$ cat src/rtl/carus_banked_sram_ctrl.sv
// Multi-bank SRAM controller for the Carus NMC memory: one request port fanned out to
// NUM_BANKS macros, one-cycle read response, and a retention/wake power-management FSM.
module carus_banked_sram_ctrl #(
  parameter int NUM_BANKS     = 4,
  parameter int BANK_WORDS    = 512,
  parameter int DATA_WIDTH    = 32,
  parameter int INTERLEAVED   = 0,
  parameter int WAKEUP_CYCLES = 8,
  localparam int AddrWidth    = $clog2(NUM_BANKS * BANK_WORDS),
  localparam int BankAw       = $clog2(BANK_WORDS),
  localparam int SelW         = (NUM_BANKS > 1) ? $clog2(NUM_BANKS) : 1,
  localparam int BeW          = DATA_WIDTH / 8
) (
  input  logic                            clk_i,
  input  logic                            rst_i,
  input  logic                            req_i,
  output logic                            gnt_o,
  input  logic                            we_i,
  input  logic [AddrWidth-1:0]            addr_i,
  input  logic [DATA_WIDTH-1:0]           wdata_i,
  input  logic [BeW-1:0]                  be_i,
  output logic                            rvalid_o,
  output logic [DATA_WIDTH-1:0]           rdata_o,
  output logic                            err_o,
  input  logic                            ret_req_i,
  output logic                            ret_ack_o,
  output logic [NUM_BANKS-1:0]            bank_req_o,
  output logic                            bank_we_o,
  output logic [BankAw-1:0]               bank_addr_o,
  output logic [DATA_WIDTH-1:0]           bank_wdata_o,
  output logic [BeW-1:0]                  bank_be_o,
  input  logic [NUM_BANKS*DATA_WIDTH-1:0] bank_rdata_i,
  output logic [NUM_BANKS-1:0]            bank_set_retentive_no
);

  localparam int WakeLoad = (WAKEUP_CYCLES > 1) ? (WAKEUP_CYCLES - 1) : 0;
  localparam int CntW     = (WakeLoad > 0) ? $clog2(WakeLoad + 1) : 1;

  typedef enum logic [1:0] {
    ST_ACTIVE,
    ST_DRAIN,
    ST_RETENTION,
    ST_WAKE
  } state_e;

  state_e                r_state;
  state_e                w_state_next;
  logic [CntW-1:0]       r_wake_cnt;
  logic [CntW-1:0]       w_wake_cnt_next;

  logic [SelW-1:0]       w_sel;
  logic [BankAw-1:0]     w_bank_addr;
  logic                  w_oor;
  logic                  w_gnt;
  logic                  w_bank_go;

  logic                  r_rvalid;
  logic                  r_err;
  logic                  r_rd;
  logic [SelW-1:0]       r_sel;
  logic [DATA_WIDTH-1:0] r_rdata_hold;
  logic [DATA_WIDTH-1:0] w_slice;
  logic [DATA_WIDTH-1:0] w_rdata;

  // Address decode; only a non-power-of-2 contiguous map can fall off the end.
  if (NUM_BANKS == 1) begin : g_single
    assign w_sel       = '0;
    assign w_bank_addr = addr_i[BankAw-1:0];
    assign w_oor       = 1'b0;
  end else if (INTERLEAVED != 0) begin : g_interleaved
    assign w_sel       = addr_i[SelW-1:0];
    assign w_bank_addr = addr_i[AddrWidth-1:SelW];
    assign w_oor       = 1'b0;
  end else begin : g_contiguous
    localparam logic [AddrWidth:0] Limit = (AddrWidth + 1)'(NUM_BANKS * BANK_WORDS);
    assign w_sel       = addr_i[AddrWidth-1:BankAw];
    assign w_bank_addr = addr_i[BankAw-1:0];
    assign w_oor       = ({1'b0, addr_i} >= Limit);
  end

  assign w_gnt     = req_i & (r_state == ST_ACTIVE) & ~ret_req_i & ~rst_i;
  assign w_bank_go = w_gnt & ~w_oor;
  assign gnt_o     = w_gnt;

  for (genvar gi = 0; gi < NUM_BANKS; gi++) begin : g_bank_sel
    assign bank_req_o[gi] = w_bank_go & (w_sel == SelW'(gi));
  end

  assign bank_we_o    = w_bank_go & we_i;
  assign bank_addr_o  = w_bank_go ? w_bank_addr : '0;
  assign bank_wdata_o = w_bank_go ? wdata_i     : '0;
  assign bank_be_o    = w_bank_go ? be_i        : '0;

  always_ff @(posedge clk_i or posedge rst_i) begin
    if (rst_i) begin
      r_rvalid     <= 1'b0;
      r_err        <= 1'b0;
      r_rd         <= 1'b0;
      r_sel        <= '0;
      r_rdata_hold <= '0;
    end else begin
      r_rvalid <= w_gnt;
      r_err    <= w_gnt & w_oor;
      r_rd     <= w_bank_go & ~we_i;
      if (w_gnt) begin
        r_sel <= w_sel;
      end
      if (r_rvalid) begin
        r_rdata_hold <= w_rdata;
      end
    end
  end

  // The macros register their read data, so the slice is valid in the response cycle.
  always_comb begin
    w_slice = '0;
    for (int b = 0; b < NUM_BANKS; b++) begin
      if (r_sel == SelW'(b)) begin
        w_slice = bank_rdata_i[b*DATA_WIDTH +: DATA_WIDTH];
      end
    end
  end

  assign w_rdata  = r_rvalid ? (r_rd ? w_slice : '0) : r_rdata_hold;
  assign rdata_o  = w_rdata;
  assign rvalid_o = r_rvalid;
  assign err_o    = r_err;

  always_ff @(posedge clk_i or posedge rst_i) begin
    if (rst_i) begin
      r_state    <= ST_ACTIVE;
      r_wake_cnt <= '0;
    end else begin
      r_state    <= w_state_next;
      r_wake_cnt <= w_wake_cnt_next;
    end
  end

  always_comb begin
    w_state_next          = r_state;
    w_wake_cnt_next       = r_wake_cnt;
    ret_ack_o             = 1'b0;
    bank_set_retentive_no = '1;
    case (r_state)
      ST_ACTIVE: begin
        if (ret_req_i) begin
          w_state_next = ST_DRAIN;
        end
      end
      ST_DRAIN: begin
        w_state_next = ST_RETENTION;
      end
      ST_RETENTION: begin
        ret_ack_o             = 1'b1;
        bank_set_retentive_no = '0;
        if (!ret_req_i) begin
          w_state_next    = ST_WAKE;
          w_wake_cnt_next = CntW'(WakeLoad);
        end
      end
      ST_WAKE: begin
        if (r_wake_cnt == '0) begin
          w_state_next = ST_ACTIVE;
        end else begin
          w_wake_cnt_next = r_wake_cnt - 1'b1;
        end
      end
      default: begin
        w_state_next = ST_ACTIVE;
      end
    endcase
  end

endmodule

$ cat config.mk
export PLATFORM = sky130hd
export DESIGN_NAME = carus_banked_sram_ctrl
export DESIGN_NICKNAME = d
export VERILOG_FILES = /design/src/rtl/carus_banked_sram_ctrl.sv
export SDC_FILE = /design/constraint.sdc
export NUM_CORES = 1
export LEC_CHECK = 0
export BUFFER_PORTS_ARGS = -buffer_cell sky130_fd_sc_hd__buf_2
export CAP_MARGIN = 20
export CORE_AREA = 2 2 104 106
export CTS_BUF_LIST = sky130_fd_sc_hd__clkbuf_8
export CTS_CLUSTER_DIAMETER = 60
export DETAILED_ROUTE_END_ITERATION = 10
export DIE_AREA = 0 0 106 108
export HOLD_SLACK_MARGIN = 0.05
export PLACE_DENSITY = 0.66
export SETUP_SLACK_MARGIN = 0.02
export SLEW_MARGIN = 20
export SYNTH_ARGS = -nofsm -noshare
export SYNTH_HDL_FRONTEND = slang
export SYNTH_SLANG_ARGS = --single-unit
$ cat constraint.sdc
create_clock -name clk_i -period 2.1 [get_ports clk_i]
set_clock_uncertainty 0.2 [all_clocks]
set_input_delay 0.315 -clock clk_i [delete_from_list [all_inputs] [get_ports clk_i]]
set_output_delay 0.315 -clock clk_i [all_outputs]
set_load 0.005 [all_outputs]
==> metrics.md, run 1 <==
| Metric | Value |
|---|---|
| Die X-Extent | `106 um` |
| Post-synth top area share | `0.333` |
| CTS Buffer Depth | `2` |
| Max-slew violations | `0` |
| CP Data Arrival Time | `1.74 ns` |
| Root Driver | `clkbuf_8` |
| Hold path start | `addr_i[10]` |
| Status | `finished with violations` |
| MaxCap Viol Count | `0` |
| Die Ht | `between 100 and 150 um` |
| Clk sinks | `41` |
| Avg Cell Area, Syn | `9.46 um^2` |
| RSZ-0062 raised after global routing | `true` |
| Dpl ws | `about 0.11 ns` |
| Vias post-DR | `3554` |
| Reg-to-Reg Start | `r_state[1]$_DFFE_PP0P_` |
| Hold Crit Class | `in -> reg` |
| Synth Instances | `326` |
| Total grt overflow | `0` |
| WP data required | `1.58 ns` |
| Ys Warns | `0` |
| Fin. Hold Viols | `0` |
| Worst path slowest cell | `dfrtp_1` |
| Mapped Nets | `512` |
| Vias per Instance | `4.76` |
| Yosys top cell by area | `dfrtp_1` |
| Final core occ | `0.542` |
| Overall Global Routing Usage | `0.206` |
| Largest net degree at the start of global routing | `37` |
| CTS buffer count | `5` |
| RD Place Congestion | `0.790` |
| PD cells | `868 nW/um^2` |
| Initial antenna violation count | `6` |
| First-pass GRT wire length | `about 18 mm` |
| Tmin final | `between 2 and 2.5 ns` |
| Share of cells above drive strength 1 | `0.700` |
| Seq/Total Area, Yosys | `0.333` |
| First-pass DRT Iterations | `4` |
| DRT Wirelength | `12.6 mm` |
| Layout area overhead | `79.6%` |
| Final Cycle Share | `1.07` |
| CP startpoint | `r_state[0]$_DFFE_PP0P_` |
| Initial Util | `0.302` |
| Worst-path clk slew | `0.08 ns` |
| Mapped Area | `3090 um^2` |
| Avg WL per Cell | `roughly 17 um` |
| Synth Flop Type | `dfrtp_1` |
| CTS tree | `yes` |
| Final Cell Area | `~5500 um^2` |
| Clk_lat worst skew | `0.29 ns` |
| Top Usage Layer GRT | `met2` |
| Number of synthesized flops with an enable pin | `0` |
| Critical path fanouts, max | `7` |
| Failing checks | `setup timing` |
| CP Capture Type | `output pin` |
| Post-DP Area | `4570 um^2` |
| Peak supply drop | `between 0.4 and 0.5 mV` |
| Drt initial violations | `between 150 and 200` |
| CP Launch Type | `flop` |
| CP bufs+invs | `6` |
| Most used cell, CP | `buf_12` |
| Synth cell count leaders | `65 x o21ai_0, 48 x and2_1, 41 x dfrtp_1, 41 x inv_1, 40 x nand2_1` |
| IO Count | `270` |
| Synthesis-stage register bit count | `41` |
| Synth top area cells | `dfrtp_1 33%, mux4_2 22%, o21ai_0 11%` |
| Grt met1 use | `0.222` |
| PortBufs | `268` |
| Fin worst setup slack | `-0.157 ns` |
| CP max stage delay | `0.40 ns` |
| Rows | `37` |
| Maximum clock rate | `0.443 GHz` |
| DRC Markers | `0` |
| Top delay family on crit path | `buffers and inverters` |
| Synth cell types | `31` |
| Post-detail-place hpwl | `~9.5 mm` |
| Nets | `789` |
| GR Layer Usage met3 | `0.0434` |
| Setup CP Type | `reg -> out` |
| Finish-stage setup viols | `75` |
| Leakage | `~2.8 nW` |
| Core ar. | `a little over 10000 um^2` |
| Most frequent cell after synthesis | `o21ai_0` |
| Die area | `11400 um^2` |
| Setup_tns | `-7.67 ns` |
| Hold Worst Slack | `0.0980 ns` |
| Number of global-route vias before repair | `3660` |
| Synth async-reset ratio | `1.00` |
| Final ANT Viol Nets | `0` |
| Crit path cell chain | `inv_2 -> ha_4 -> nand4bb_4 -> inv_4 -> buf_12 -> buf_12 -> buf_12 -> and3_1 -> buf_2` |
| GRT met2 Usage | `0.397` |
| R2R Setup Slk | `about 0.14 ns` |
| H-tree levels | `2` |
==> routing by layer <==
metal	routed length [um]	vias up
met5	0	-
met4	297	0
met3	914	16
met2	6810	171
met1	4590	1698
li1	-	1669
==> final timing paths <==
| path | to | cells after the start |
|---|---|---|
| worst max-delay path | bank_req_o[3] | 9 |
| worst min-delay path | r_sel[1]$_DFFE_PP0P_ | 3 |
| worst max register to register | r_state[1]$_DFFE_PP0P_ | 6 |
| worst min register to register | r_wake_cnt[0]$_DFFE_PP0P_ | 1 |
| max in group asynchronous | r_rdata_hold[23]$_DFFE_PP0P_ | 4 |
| min in group asynchronous | r_state[1]$_DFFE_PP0P_ | 3 |
==> logic make-up (layout without fill, tap and decap cells) <==
family,count (synthesis),in the layout,share of synthesized area
adder cells (fa/ha/maj),6,6,0.0243
buffers and inverters,70,348,0.103
AO/OA/AOI/OAI,75,75,0.130
flip-flops,41,41,0.333
AND/OR/NAND/NOR,100,100,0.170
other,1,8,0.00122
multiplexers,33,33,0.240
==> power breakdown <==
part           switching, mW  internal (mW)  total [mW]
Combinational           1.30           1.58        2.88
Sequential             0.133           1.14        1.27
Clock                  0.274          0.383       0.657
Total                   1.71           3.10        4.81
==> worst reg2reg max path, stage by stage (launching register included) <==
cell	delay (ns)
dfrtp_1	0.40
buf_4	0.14
buf_4	0.13
ha_1	0.25
and2_1	0.18
a211o_1	0.28
mux2_2	0.27
==> cell usage in the layout (no fill, tap or decap), types with 3 or more instances in the layout <==
cell type    n
diode_2      7
buf_16       3
nand2_2     21
dfrtp_1     39
o21ai_0     34
clkbuf_8     6
nand2_1     18
inv_2        3
buf_2      221
inv_1       38
and2_4      46
buf_12       9
buf_4       11
buf_6       52
o21ai_2      7
ha_1         5
mux4_2      32
o21ai_1     24
==> flip-flops by register name, summed over array words and instances, names as in the netlist <==
name	count
r_rd	1
r_wake_cnt	3
r_rdata_hold	32
rvalid_o	1
r_sel	2
r_state	2
==> metrics by stage <==
step / instances / power [mW]
after floorplan: 326 / 2.94
after global placement: 711 / 3.67
after detailed placement: 711 / 3.77
after CTS: 737 / 4.69
after global routing: 747 / 5.20
final: 747 / 4.81
==> timing repair <==
item                       4_1_cts  5_1_grt
hold buffers                     2        0
pin swaps                       14       39
setup buffers                   10        6
resized for setup               84       95
cloned                           6        1
hold endpoints to repair        19        0
setup endpoints to repair       82       83
==> final cells by class <==
type | count | area [um^2]
clock inverters | 2 | 33.8
flip-flops and latches | 41 | 1030
multi-input cells | 215 | 1970
well taps | 136 | 170
clock buffers | 6 | 82.6
fillers | 919 | 4690
diodes | 7 | 17.5
repair buffers | 299 | 2080
inverters | 41 | 156
(Power assumes the default switching activity.)
==> inputs of run 2 (changes only) <==
--- a/config.mk
+++ b/config.mk
@@ -7,13 +7,12 @@
 export LEC_CHECK = 0
 export BUFFER_PORTS_ARGS = -buffer_cell sky130_fd_sc_hd__buf_2
 export CAP_MARGIN = 20
-export CORE_AREA = 2 2 104 106
+export CORE_AREA = 2 2 106 108
 export CTS_BUF_LIST = sky130_fd_sc_hd__clkbuf_8
 export CTS_CLUSTER_DIAMETER = 60
 export DETAILED_ROUTE_END_ITERATION = 10
-export DIE_AREA = 0 0 106 108
+export DIE_AREA = 0 0 108 110
 export HOLD_SLACK_MARGIN = 0.05
-export PLACE_DENSITY = 0.66
 export SETUP_SLACK_MARGIN = 0.02
 export SLEW_MARGIN = 20
 export SYNTH_ARGS = -nofsm -noshare
==> constraint.sdc (replaced) <==
create_clock -name clk_i -period 2.7 [get_ports clk_i]
set_clock_uncertainty 0.2 [all_clocks]
set_input_delay 0.405 -clock clk_i [delete_from_list [all_inputs] [get_ports clk_i]]
set_output_delay 0.405 -clock clk_i [all_outputs]
set_load 0.005 [all_outputs]
==> run 2 against run 1 <==
The run now ends clean. Non-clock buffer count fell by 19. Hold slack improved by 0.016 ns. Power is 31% lower. Critical path type is now in -> out.
==> metrics.md, run 2 (synthesized netlist as in run 1, its figures left out) <==
| Metric | Value |
|---|---|
| CP Data Arrival Time | `about 1.9 ns` |
| First-pass DRT Iterations | `4` |
| CTS Buffer Depth | `2` |
| Dpl cells | `~700` |
| Tmin final | `2.52 ns` |
| Die X-Extent | `108 um` |
| Peak supply drop | `approximately 0.36 mV` |
| Die area | `11900 um^2` |
| Core ar. | `about 11000 um^2` |
| RSZ-0062 raised after global routing | `false` |
| Layout area overhead | `51.9%` |
| CTS buffer count | `5` |
| Finish-stage setup viols | `0` |
| Final Cycle Share | `0.933` |
| Post-detail-place hpwl | `9.48 mm` |
| Initial antenna violation count | `8` |
| Commonest non-fill, non-tap cell in the layout | `buf_2` |
| DRC Markers | `0` |
| Setup CP Type | `in -> out` |
| Drt initial violations | `slightly above 90` |
| DRT Wirelength | `11.4 mm` |
| CP Launch Type | `input pin` |
| Worst path slowest cell | `dlygate4sd3_1` |
| H-tree levels | `2` |
| Max FFs per register | `32` |
| Max-slew violations | `0` |
| PD cells | `712 nW/um^2` |
| Final Cell Area | `4690 um^2` |
| Most used cell, CP | `buf_2` |
| Cell Count, Final, Fillers Out | `730` |
| PortBufs | `268` |
| R2R Setup Slk | `0.93 ns` |
| Post-DP Area | `4540 um^2` |
| Most frequent cells in the layout | `268 x buf_2, 65 x o21ai_0, 48 x and2_1, 40 x inv_1, 40 x nand2_1` |
| CTS tree | `yes` |
| Die Ht | `approximately 110 um` |
| CP Capture Type | `output pin` |
| Avg WL per Cell | `15.6 um` |
| Rows | `38` |
| Share of cells above drive strength 1 | `0.550` |
| Overall Global Routing Usage | `0.184` |
| Top reg by flops | `r_rdata_hold` |
| Initial Util | `0.288` |
| Fin. Hold Viols | `0` |
| Vias post-DR | `3344` |
| Crit path cell chain | `dlygate4sd3_1 -> buf_2 -> nand4bb_1 -> inv_2 -> buf_12 -> nand2_1 -> nor2_1 -> buf_2` |
| Root Driver | `clkbuf_8` |
| Vias per Instance | `4.58` |
| MaxCap Viol Count | `0` |
| First-pass GRT wire length | `16.3 mm` |
| Nets | `slightly below 800` |
| CP bufs+invs | `5` |
| RD Place Congestion | `0.835` |
| Worst-path clk slew | `0.08 ns` |
| CP max stage delay | `0.54 ns` |
| Critical path fanouts, max | `47` |
| Number of global-route vias before repair | `3253` |
| Top delay family on crit path | `buffers and inverters` |
| IO Count | `270` |
| Status | `complete, no violations` |
| Setup_tns | `0 ns` |
| Final ANT Viol Nets | `0` |
| Largest net degree at the start of global routing | `48` |
| Leakage | `about 2.5 nW` |
| Hold Crit Class | `in -> reg` |
| Top Registers | `r_rdata_hold: 32 flops, r_wake_cnt: 3 flops` |
| Clk sinks | `between 40 and 50` |
| Total grt overflow | `0` |
| Maximum clock rate | `0.397 GHz` |
| Clk_lat worst skew | `about 0.28 ns` |
| WP data required | `2.10 ns` |
==> run 2: cell types whose count changed in the layout (fill, tap and decap cells not counted), sizes merged <==
cell and change:
clkbuf -1, buf -17, diode -2, dlygate4sd3 -1
==> run 2: cell type report <==
class                      count  area, um^2
inverter                      41         154
multi-input combinational    215        1740
timing repair buffer         280        1460
tap                          140         175
clock buffer                   6        82.6
fill                        1100        6010
antenna                        5        12.5
clock inverter                 2        33.8
sequential                    41        1030
==> run 2: path summary, 6_finish.rpt <==
path / from / end / depth (start not counted)
worst max-delay path: rst_i / bank_req_o[1] / 8
min in group asynchronous: rst_i / r_rdata_hold[0]$_DFFE_PP0P_ / 3
max in group asynchronous: rst_i / r_rdata_hold[28]$_DFFE_PP0P_ / 4
worst min register to register: r_wake_cnt[0]$_DFFE_PP0P_ / r_wake_cnt[0]$_DFFE_PP0P_ / 1
worst min-delay path: we_i / r_rd$_DFF_PP0_ / 2
worst max register to register: r_state[0]$_DFFE_PP0P_ / r_state[1]$_DFFE_PP0P_ / 5
==> run 2: stage by stage <==
step / setup WS (ns) / hold WS [ns] / power, mW / util
floorplan: 0.742 / 0.231 / 2.29 / -
global placement: 0.557 / 0.230 / 2.83 / 0.424
detailed placement: 0.522 / 0.236 / 2.88 / 0.424
CTS: 0.0348 / 0.0941 / 3.41 / 0.436
global route: 0.0848 / 0.105 / 3.64 / 0.437
finish: 0.180 / 0.114 / 3.34 / 0.438
==> run 2: timing repair <==
item	in CTS	in global routing
resized for setup	0	1
endpoints found under the hold margin	15	0
endpoints found under the setup margin	0	45
setup buffers	0	1
hold buffers	1	0
==> run 2: per-layer routing <==
layer / share of wire / track usage / vias up
met2: 0.52 / 0.354 / 162
li1: - / - / 1629
met3: 0.12 / 0.0758 / 16
met1: 0.35 / 0.184 / 1529
met4: 0.0096 / 0.0421 / 8
met5: 0.0039 / 0 / -
==> run 2: where the power goes <==
part / total [mW] / switching (mW) / internal [mW]
Sequential: 0.968 / 0.0834 / 0.885
Clock: 0.506 / 0.209 / 0.298
Combinational: 1.86 / 0.882 / 0.980
Total: 3.34 / 1.17 / 2.16
